==> src/rtl/fp_mult_pkg.sv <==
// Shared constants and enumerations for the FP32 multiplier mantissa/exponent front end.
package fp_mult_pkg;

   localparam int FP_BIAS  = 127;
   localparam int EXP_W    = 8;
   localparam int MANT_W   = 23;
   localparam int PROD_W   = 48;
   localparam int EXPADD_W = 10;

   typedef enum logic [1:0] {
      FP_ZERO,
      FP_NORM,
      FP_INF,
      FP_NAN
   } fp_class_e;

   typedef enum logic [1:0] {
      IDLE,
      CALC,
      DONE
   } state_e;

endpackage

==> src/rtl/mult_operand_unpack.sv <==
// Splits an IEEE-754 single into sign, exponent and hidden-bit mantissa, and classifies it.
// Denormals are flushed to zero: their mantissa is forced to 0.
module mult_operand_unpack
   import fp_mult_pkg::*;
(
   input  logic [31:0]      op,
   output logic             sign,
   output logic [EXP_W-1:0] exp,
   output logic [MANT_W:0]  mant,
   output fp_class_e        cls
);

   logic [MANT_W-1:0] frac;

   assign sign = op[31];
   assign exp  = op[30:23];
   assign frac = op[22:0];

   // NOTE: every output gets a default before any branch, so no path can infer a latch.
   always_comb begin
      mant = {1'b1, frac};
      cls  = FP_NORM;
      if (exp == '0) begin
         mant = '0;
         cls  = FP_ZERO;
      end else if (exp == '1) begin
         cls = (frac != '0) ? FP_NAN : FP_INF;
      end
   end

endmodule

==> src/rtl/mant_mult_seq.sv <==
// Iterative FP32 mantissa/exponent multiplier: shift-add product of the two 24-bit mantissas,
// BITS_PER_CYCLE multiplier bits per clock, plus biased exponent sum, sign and special-case flags.
module mant_mult_seq
   import fp_mult_pkg::*;
#(
   parameter int BITS_PER_CYCLE = 1
) (
   input  logic                clk,
   input  logic                rst,
   input  logic [31:0]         a,
   input  logic [31:0]         b,
   input  logic                in_valid,
   output logic                in_ready,
   output logic [PROD_W-1:0]   P,
   output logic [EXPADD_W-1:0] exp_add,
   output logic                sign,
   output logic                flag_zero,
   output logic                flag_inf,
   output logic                flag_nan,
   output logic                out_valid,
   input  logic                out_ready
);

   localparam int BPC    = BITS_PER_CYCLE;
   localparam int N      = (MANT_W + 1) / BPC;
   localparam int CNT_W  = $clog2(N + 1);
   localparam int SUM_W  = BPC + MANT_W + 2;
   localparam int WIDE_W = SUM_W + MANT_W + 1;
   localparam logic [CNT_W-1:0] LAST_STEP = CNT_W'(N - 1);

   logic              sign_a, sign_b;
   logic [EXP_W-1:0]  exp_a, exp_b;
   logic [MANT_W:0]   mant_a, mant_b;
   fp_class_e         cls_a, cls_b;

   state_e            state, state_n;
   logic [CNT_W-1:0]  step;
   logic [MANT_W:0]   ma;
   logic [MANT_W+1:0] hi;
   logic [MANT_W:0]   lo;

   logic                accept, last_step;
   logic [EXPADD_W-1:0] exp_sum;
   logic                any_nan, any_inf, any_zero, res_nan;
   logic [SUM_W-1:0]    partial;
   logic [WIDE_W-1:0]   wide;
   logic [MANT_W+1:0]   hi_next;
   logic [MANT_W:0]     lo_next;

   mult_operand_unpack u_unpack_a (.op(a), .sign(sign_a), .exp(exp_a), .mant(mant_a), .cls(cls_a));
   mult_operand_unpack u_unpack_b (.op(b), .sign(sign_b), .exp(exp_b), .mant(mant_b), .cls(cls_b));

   // in_ready stays low while reset is held; DONE hands straight over to the next operands.
   assign in_ready  = rst & ((state == IDLE) | ((state == DONE) & out_ready));
   assign out_valid = (state == DONE);
   assign accept    = in_valid & in_ready;
   assign last_step = (step == LAST_STEP);

   always_comb begin
      exp_sum  = {2'b00, exp_a} + {2'b00, exp_b} - EXPADD_W'(FP_BIAS);
      any_nan  = (cls_a == FP_NAN)  | (cls_b == FP_NAN);
      any_inf  = (cls_a == FP_INF)  | (cls_b == FP_INF);
      any_zero = (cls_a == FP_ZERO) | (cls_b == FP_ZERO);
      res_nan  = any_nan | (any_inf & any_zero);
   end

   // One shift-add step: add the low multiplier bits times ma into hi, then shift {hi,lo} right.
   always_comb begin
      partial = SUM_W'(hi) + SUM_W'(lo[BPC-1:0]) * SUM_W'(ma);
      wide    = {partial, lo};
      hi_next = wide[WIDE_W-1 -: MANT_W+2];
      lo_next = wide[BPC+MANT_W -: MANT_W+1];
   end

   always_comb begin
      state_n = state;
      unique case (state)
         IDLE:    if (accept) state_n = CALC;
         CALC:    if (last_step) state_n = DONE;
         DONE:    if (out_ready) state_n = in_valid ? CALC : IDLE;
         default: state_n = IDLE;
      endcase
   end

   always_ff @(posedge clk or negedge rst) begin
      if (!rst) state <= IDLE;
      else      state <= state_n;
   end

   // NOTE: all datapath registers are reset too, so an aborted operation leaves nothing behind.
   always_ff @(posedge clk or negedge rst) begin
      if (!rst) begin
         step      <= '0;
         ma        <= '0;
         hi        <= '0;
         lo        <= '0;
         P         <= '0;
         exp_add   <= '0;
         sign      <= 1'b0;
         flag_zero <= 1'b0;
         flag_inf  <= 1'b0;
         flag_nan  <= 1'b0;
      end else if (accept) begin
         step      <= '0;
         ma        <= mant_a;
         hi        <= '0;
         lo        <= mant_b;
         exp_add   <= exp_sum;
         sign      <= sign_a ^ sign_b;
         flag_nan  <= res_nan;
         flag_inf  <= ~res_nan & any_inf;
         flag_zero <= ~res_nan & ~any_inf & any_zero;
      end else if (state == CALC) begin
         step <= step + CNT_W'(1);
         hi   <= hi_next;
         lo   <= lo_next;
         if (last_step) P <= {hi_next[MANT_W:0], lo_next};
      end
   end

endmodule

==> config.mk <==
export PLATFORM = sky130hd
export DESIGN_NAME = mant_mult_seq
export DESIGN_NICKNAME = d
export VERILOG_FILES = /design/src/rtl/fp_mult_pkg.sv /design/src/rtl/mult_operand_unpack.sv /design/src/rtl/mant_mult_seq.sv
export SDC_FILE = /design/constraint.sdc
export NUM_CORES = 1
export LEC_CHECK = 0
export ABC_AREA = 0
export BUFFER_PORTS_ARGS = -buffer_cell sky130_fd_sc_hd__buf_2
export CAP_MARGIN = 10
export CELL_PAD_IN_SITES_DETAIL_PLACEMENT = 1
export CELL_PAD_IN_SITES_GLOBAL_PLACEMENT = 2
export CORE_MARGIN = 10
export CORE_UTILIZATION = 23
export CTS_CLUSTER_DIAMETER = 40
export DETAILED_ROUTE_END_ITERATION = 10
export HOLD_SLACK_MARGIN = 0.1
export PLACE_DENSITY = 0.67
export SLEW_MARGIN = 20
export SYNTH_ARGS = -nofsm -noshare
export SYNTH_HDL_FRONTEND = slang
export SYNTH_SLANG_ARGS = --single-unit
==> constraint.sdc <==
create_clock -name clk -period 7 [get_ports clk]
set_input_delay 2.1 -clock clk [delete_from_list [all_inputs] [get_ports clk]]
set_output_delay 2.1 -clock clk [all_outputs]
set_load 0.05 [all_outputs]
==> metrics, run 1 <==
synthesized-area fraction occupied by and/or/nand/nor cells approximately 20%; number of global-route vias before repair 6931; count leader, synth nand2_1; clock buffer depth 2; Required @ worst endpoint 4900 ps; Setup TNS 0 ps; Post-synth EDFFs 0; area delta synth->final 23.1%; Non-Filler Instances 1400; largest family of logic cells by synthesized area simple AND/OR/NAND/NOR gates; Gates resized, CTS repair 0; sequential fraction of the synthesis area a little under half; count of final max-slew check failures 0; f_max roughly 190 MHz; outcome complete, no violations; chip height ~200 um; CP Max Fanout 36; Setup WS post-layout approximately 1800 ps; I/O Buffers 131; clk_lat worst skew ~430 ps; vias 6457; async set-reset flop share out of synthesis 100%; worst hold path type register to register; TritonCTS Buffers 17; Clock Skew 7.92 ps; post-synthesis compound-gate area fraction 19.0%; DR WL/cell between 15 and 20 um; top_reg_cell synth dfrtp_1; DP Cell Count 1366; register bit count reported by yosys ~140; cell taking the most area after synthesis dfrtp_1; grt ovf 0; Peak VDD IR about 210 uV; largest cells by area after synthesis dfrtp_1, nand2_1, ha_1; Synth Area in XOR/XNOR around 3.4%; Final Core Density between 20% and 30%; mapped cell area between 7000 and 8000 um2; startpoint types input pin; MaxCap Viol Count 0; antenna-violating nets left 0; CP Class input pin to primary output; H-tree depth 4; initial core utilization between 20% and 30%; Die ar. approximately 40000 um2; core area between 30000 and 40000 um2; nets@finish 1053; cell leakage power between 4 and 5 nW; final setup fails 0; dpl ws about 1800 ps; Site Rows 66; total wire length about 24 mm; DRC viols 0; adder-cell share of the synthesized area under 10%; mux cell area share after synthesis less than 1%; Worst slew margin between 20% and 30%; post-synth cell types between 50 and 60; Synthesis Warnings 0; # hold bufs at CTS 0; CTS tree built; post-synthesis average cell area approximately 9.1 um2; Root Buffer clkbuf_16; post-route minimum period ~5200 ps; CP arrival around 3100 ps; initial antenna violation count 4; Worst-Margin Slew between 1000 and 1500 ps; hpwl dp 17.6 mm; Via density about 4.6; Mapped Cells just over 800; largest net degree at the start of global routing between 70 and 80; I/O Pins roughly 130; die width 201 um; CTS sink cnt ~140; Fillers 3845; most instantiated cells after synthesis nand2_1, dfrtp_1, a21oi_1; drt initial violations 274; setup bufs post-CTS 0; share of cells above drive strength 1 about a fifth; first-pass GRT wire length 39.4 mm; Tcrit/Tclk final roughly three quarters; GPL Wtd Cong 0.796; Power Density between 400 and 500 nW/um2; net count after synthesis 940; DR pass1 iterations 4; Yosys top cell area share 47.3%; Reg clk slew, reported paths roughly 70 ps; GRT Total Usage about 12%; crit path capture type primary output; final hold violation count 0; unrepaired setup endpoints after global routing false
## critical path, cell delays in order
cell and delay (ps):
buf_6 290, nor3b_2 350, buf_2 330
## layer usage
| metal | share of wire [%] | track usage [%] | vias up |
|---|---|---|---|
| li1 | - | - | 3152 |
| met5 | 0.062 | 0 | - |
| met4 | 0.94 | 3.25 | 4 |
| met2 | 46 | 19.5 | 98 |
| met1 | 47 | 15.7 | 3188 |
| met3 | 5.6 | 3.57 | 15 |
## cells by family (layout without fill, tap and decap cells)
| group | Yosys count | in the layout |
|---|---|---|
| buffers and inverters | 59 | 185 |
| DFF | 142 | 142 |
| muxes | 1 | 1 |
| adders and majority gates | 42 | 42 |
| and+or+nand+nor | 333 | 333 |
| xor gates and xnor gates | 29 | 29 |
| AOI/OAI and AO/OA | 224 | 224 |
| other | 0 | 2 |
## sequential cells by signal (all words and copies together), names as in the netlist
name,cells
hi,25
P,48
flag_inf,1
sign,1
flag_nan,1
exp_add,10
flag_zero,1
step,5
state,2
lo,24
ma,24
## cell type report
cell class              instances  area (um2)  share of cell area (%)
clock buffers                  21         460                    4.98
repair buffers                139         722                    7.80
multi-input cells             629        3750                    40.6
clock inverters                11         154                    1.66
inverters                      14        52.6                   0.568
diodes                          2        5.00                  0.0541
flip-flops and latches        142        3550                    38.4
well taps                     442         553                    5.98
## power breakdown
part | total (mW) | internal (mW) | switching (mW)
Sequential | 1.43 | 1.19 | 0.249
Combinational | 2.14 | 0.693 | 1.44
Clock | 0.974 | 0.585 | 0.389
Total | 4.54 | 2.46 | 2.08
## stage by stage
step	hold slack, ps	total power, mW	instance area [um2]
final	473	4.54	9250
after global routing	492	4.91	9250
after floorplan	442	3.00	7510
after detailed placement	458	3.62	8630
after global placement	450	3.58	8630
after CTS	476	4.63	9250
## worst paths after layout
kind	startpoint	to	slack [ps]	cells after the start
setup / recovery	rst	in_ready	1800	3
hold / removal	P[13]$_DFFE_PN0P_	P[13]$_DFFE_PN0P_	470	2
setup reg to reg	lo[0]$_DFFE_PN0P_	hi[19]$_DFFE_PN0P_	3560	10
hold reg to reg	P[13]$_DFFE_PN0P_	P[13]$_DFFE_PN0P_	470	2
max in group asynchronous	rst	P[6]$_DFFE_PN0P_	4300	2
min in group asynchronous	rst	ma[10]$_DFFE_PN0P_	1560	1
## cells in the final DEF (no fill, tap or decap), types with 3 or more instances in the layout
master / count
nand2_1: 199
dfrtp_1: 142
buf_2: 130
a21oi_1: 55
ha_1: 40
o21ai_0: 38
o21ai_1: 30
nand3_1: 28
a31oi_1: 28
and2_1: 27
a22o_1: 23
nor2_1: 22
clkbuf_16: 17
nor4_1: 15
xnor2_1: 15
inv_1: 14
a21o_1: 14
xor2_1: 14
nand4_1: 10
o21bai_1: 8
buf_4: 8
nor3_1: 7
and3_1: 5
nand2b_1: 4
inv_6: 4
o21a_1: 3
bufinv_16: 3
Note: power is estimated with default switching activity, not from simulation.
==> run 2, diff against run 1 <==
--- a/config.mk
+++ b/config.mk
@@ -15,7 +15,7 @@
 export CTS_CLUSTER_DIAMETER = 40
 export DETAILED_ROUTE_END_ITERATION = 10
 export HOLD_SLACK_MARGIN = 0.1
-export PLACE_DENSITY = 0.67
+export PLACE_DENSITY = 0.69
 export SLEW_MARGIN = 20
 export SYNTH_ARGS = -nofsm -noshare
 export SYNTH_HDL_FRONTEND = slang
==> constraint.sdc (replaced) <==
create_clock -name clk -period 4.55 [get_ports clk]
set_input_delay 1.365 -clock clk [delete_from_list [all_inputs] [get_ports clk]]
set_output_delay 1.365 -clock clk [all_outputs]
set_load 0.05 [all_outputs]
==> metrics, run 2 (synthesis results as in run 1) <==
outcome complete, no violations; Tcrit/Tclk final between 70 and 80%; Power Density roughly 760 nW/um2; DR pass1 iterations 4; Setup TNS 0 ps; post-route minimum period approximately 3500 ps; Gates resized, CTS repair 0; Die ar. 40300 um2; Top Family by Delay on Critical Path buffers and inverters; Reg clk slew, reported paths 70 ps; worst hold path type register to register; grt ovf 0; initial core utilization a little under a quarter; core area around 32000 um2; cell mode on critical path buf_2; f_max roughly 290 MHz; unrepaired setup endpoints after global routing false; chip height between 200 and 250 um; die width 201 um; share of cells above drive strength 1 19.9%; nets@finish 1056; setup bufs post-CTS 0; MaxCap Viol Count 0; CP max stage delay roughly 330 ps; crit-path cells buf_2, nor2b_1, nor3b_2, buf_2; DR WL/cell around 18 um; Worst slew margin a little over a third; Crit-path slowest cell buf_2; Peak VDD IR between 200 and 300 uV; Multi-input gate area 3750 um2; CTS tree built; hpwl dp 18.2 mm; I/O Buffers between 100 and 150; final hold violation count 0; clock buffer depth 2; CP Max Fanout 3; cell leakage power approximately 4.5 nW; H-tree depth 4; total wire length roughly 25 mm; commonest non-fill, non-tap cell in the layout nand2_1; clk_lat worst skew about 430 ps; area delta synth->final 23.6%; count of final max-slew check failures 0; DRC viols 0; Required @ worst endpoint 3180 ps; final setup fails 0; Worst-Margin Slew 968 ps; Via density about 4.6; Root Buffer clkbuf_16; Clock Skew roughly 12 ps; initial antenna violation count 4; CP arrival approximately 2100 ps; I/O Pins 132; drt initial violations approximately 360; Hold WS around 470 ps; crit path capture type primary output; startpoint types input pin; vias approximately 6400; CP Class input pin to primary output; CTS sink cnt around 140; Site Rows 66; Top Registers P x48, hi x25; largest net degree at the start of global routing 73; GRT Total Usage between 10% and 20%; # hold bufs at CTS 0; antenna-violating nets left 0; most frequent cells in the layout nand2_1, dfrtp_1, buf_2, a21oi_1, ha_1; Biggest register P; Fillers between 3000 and 4000; first-pass GRT wire length 40.2 mm; max reg flops 48; TritonCTS Buffers 17; GPL Wtd Cong 0.787; Seq. cell area 3550 um2; CP Buf/Inv Count 2; number of global-route vias before repair 7048
[run 2: changes by cell type in the layout (fill, tap and decap cells not counted)]
| cell | delta |
|---|---|
| buf_4 | +3 |
| clkinv_4 | +3 |
| clkinvlp_4 | -1 |
| clkbuf_1 | -1 |
| clkbuf_8 | +1 |
| inv_6 | -2 |
[run 2: layout make-up]
type / count / area share, %
Sequential cell: 142 / 38.3
Multi-Input combinational cell: 629 / 40.4
Clock inverter: 11 / 1.67
Timing Repair Buffer: 142 / 8.02
Tap cell: 442 / 5.96
Clock buffer: 21 / 5.07
Inverter: 14 / 0.566
Antenna cell: 2 / 0.0539
[run 2: power by group]
group          switching, mW  internal (mW)
Combinational           2.23           1.07
Clock                  0.584          0.913
Sequential             0.395           1.82
Total                   3.21           3.81
[run 2: path summary, 6_finish.rpt]
| kind | start | slack [ps] | end | cells past startpoint |
|---|---|---|---|---|
| max | out_ready | 1060 | in_ready | 4 |
| min | flag_zero$_DFFE_PN0P_ | 470 | flag_zero$_DFFE_PN0P_ | 2 |
| max reg2reg | lo[0]$_DFFE_PN0P_ | 1280 | hi[23]$_DFFE_PN0P_ | 10 |
| min reg2reg | flag_zero$_DFFE_PN0P_ | 470 | flag_zero$_DFFE_PN0P_ | 2 |
| max in group asynchronous | rst | 2400 | lo[7]$_DFFE_PN0P_ | 3 |
| min in group asynchronous | rst | 1010 | P[32]$_DFFE_PN0P_ | 2 |
[run 2: routing by layer]
| metal | track usage, % | share of wire (%) |
|---|---|---|
| met1 | 16.1 | 48 |
| met2 | 20.1 | 47 |
| met3 | 3.44 | 4.3 |
| met4 | 3.00 | 0.86 |
| met5 | 0 | 0.13 |
[run 2: per-stage QoR]
stage / worst slack [ps] / power (mW) / utilization, % / cells / area, um2
2_1_floorplan: 1080 / 4.62 / - / 830 / 7510
3_3_place_gp: 1030 / 5.53 / 26.7 / 1369 / 8660
3_5_place_dp: 978 / 5.59 / 26.7 / 1369 / 8660
4_1_cts: 1060 / 7.14 / 28.7 / 1401 / 9280
5_1_grt: 1010 / 7.58 / 28.7 / 1401 / 9280
6_report: 1060 / 7.01 / 28.7 / 1403 / 9290
[run 2: worst register-to-register path, stage by stage, from the launching register on]
cell and delay (ps):
dfrtp_1 660, and2_1 320, ha_1 210, fa_1 420, a21o_1 230, a221oi_2 440
o31ai_4 180, a21oi_2 280, o21bai_1 130, xnor2_1 200, o21ai_1 80
==> run 3, diff against run 2 <==
==> constraint.sdc (replaced) <==
create_clock -name clk -period 2.95 [get_ports clk]
set_input_delay 0.885 -clock clk [delete_from_list [all_inputs] [get_ports clk]]
set_output_delay 0.885 -clock clk [all_outputs]
set_load 0.05 [all_outputs]
==> metrics, run 3 (synthesis results as in run 1) <==
outcome complete, no violations; Top Family by Delay on Critical Path compound AO/OA/AOI/OAI gates; Die ar. ~40000 um2; Crit-path slowest cell dfrtp_1; cell mode on critical path o21ai_1; worst hold path type input pin to asynchronous set/reset pin; die width between 200 and 250 um; nets@finish roughly 1100; crit-path cells buf_12, and2_1, ha_1, a21o_1, a31o_2, o21ai_1, a31oi_1, o21ai_1, nand3_1, a31o_1; area delta synth->final 25.3%; Site Rows between 60 and 70; initial core utilization between 20% and 30%; vias 6504; CP Buf/Inv Count 1; initial antenna violation count 4; CP Class register to register; Int Power 5.83 mW; DR pass1 iterations 4; clock buffer depth 2; H-tree depth 4; CTS sink cnt 142; CTS tree built; overall power between 10 and 15 mW; Tcrit/Tclk final between 90 and 100%; final hold violation count 0; TritonCTS Buffers 17; Psw 5.03 mW; I/O Buffers approximately 130; final setup fails 0; number of global-route vias before repair between 7000 and 8000; Root Buffer clkbuf_16; count of final max-slew check failures 0; chip height about 200 um; MaxCap Viol Count 0; Seq pwr share a little under a third; GPL Wtd Cong between 0.7 and 0.8; dpl ws -49.0 ps; unrepaired setup endpoints after global routing false; grt ovf 0; Required @ worst endpoint ~3300 ps; commonest non-fill, non-tap cell in the layout nand2_1; Worst slew margin between 40% and 50%; Power Density 1150 nW/um2; f_max between 300 and 400 MHz; most frequent cells in the layout nand2_1, dfrtp_1, buf_2, a21oi_1, ha_1; max reg flops 48; hpwl dp roughly 18 mm; largest net degree at the start of global routing 72; Biggest register P; share of power burned in the clock network between 20% and 30%; total wire length 25.1 mm; clk_lat worst skew about 430 ps; first-pass GRT wire length about 40 mm; Reg clk slew, reported paths about 60 ps; Hold WS approximately 460 ps; cell leakage power approximately 4.6 nW; Setup WS post-layout between 150 and 200 ps; DR WL/cell 17.6 um; CP max stage delay approximately 410 ps; share of cells above drive strength 1 a little over a fifth; post-route minimum period about 2800 ps; Worst-Margin Slew around 840 ps; antenna-violating nets left 0; Sw Ratio a little under half; Comb pwr share 49.0%; CP arrival 3070 ps; GRT Total Usage between 10% and 20%; crit path capture type register; startpoint types register; Top Registers P x48, hi x25; Peak VDD IR roughly 470 uV; I/O Pins roughly 130; # hold bufs at CTS 0; drt initial violations 250; Clock Skew 9.80 ps; CP Max Fanout 23; Via density approximately 4.6; core area ~32000 um2; DRC viols 0
run 3: power groups by stage:
| stage | clock network, mW | logic [mW] | registers [mW] |
|---|---|---|---|
| floorplan | 0 | 2.80 | 4.31 |
| global placement | 0 | 5.25 | 3.39 |
| detailed placement | 0 | 5.35 | 3.40 |
| CTS | 2.23 | 5.38 | 3.38 |
| global route | 2.32 | 5.91 | 3.50 |
| finish | 2.17 | 5.32 | 3.37 |
run 3: layout make-up:
type                       count  area (um2)
antenna                        2        5.00
clock buffer                  18         429
clock inverter                13         139
fill                        3841       23000
inverter                      14        52.6
multi-input combinational    629        3780
sequential                   142        3550
tap                          442         553
timing repair buffer         162         907
run 3: path summary, 6_finish.rpt:
kind / start / to / slack, ps / cells after the start
setup / recovery: lo[0]$_DFFE_PN0P_ / hi[18]$_DFFE_PN0P_ / 200 / 10
hold / removal: rst / P[32]$_DFFE_PN0P_ / 460 / 2
setup reg to reg: lo[0]$_DFFE_PN0P_ / hi[18]$_DFFE_PN0P_ / 200 / 10
hold reg to reg: P[16]$_DFFE_PN0P_ / P[16]$_DFFE_PN0P_ / 470 / 2
max in group asynchronous: rst / P[5]$_DFFE_PN0P_ / 1370 / 3
min in group clk: P[16]$_DFFE_PN0P_ / P[16]$_DFFE_PN0P_ / 470 / 2
run 3: per-layer routing:
layer  wire [um]  GRT usage (%)  part of all wire [%]  up-vias
met5          32              0                  0.13        -
met4         202           3.00                  0.81        4
met3        1130           3.42                   4.5       16
met2       11600           20.3                    46      102
met1       12100           16.2                    48     3187
li1            -              -                     -     3195
run 3: worst reg2reg max path: cells and delay by family, from the launching register on:
family / cells / cell delay (ps)
AOI/OAI and AO/OA: 6 / 1380
adders and majority gates: 1 / 340
buffers and inverters: 1 / 170
DFF: 1 / 410
and+or+nand+nor: 2 / 330
run 3: metrics by stage:
step | utilization [%] | cells | TNS (ps) | cell area [um2]
5_1_grt | 29.1 | 1420 | 0 | 9410
3_5_place_dp | 27.2 | 1388 | -50.6 | 8810
2_1_floorplan | - | 830 | 0 | 7510
6_report | 29.1 | 1422 | 0 | 9420
3_3_place_gp | 27.2 | 1388 | -25.2 | 8810
4_1_cts | 29.0 | 1419 | 0 | 9380
run 3: what timing repair did:
action | 4_1_cts | 5_1_grt
setup buffers | 0 | 1
setup endpoints to repair | 0 | 9
gates resized for setup | 0 | 6
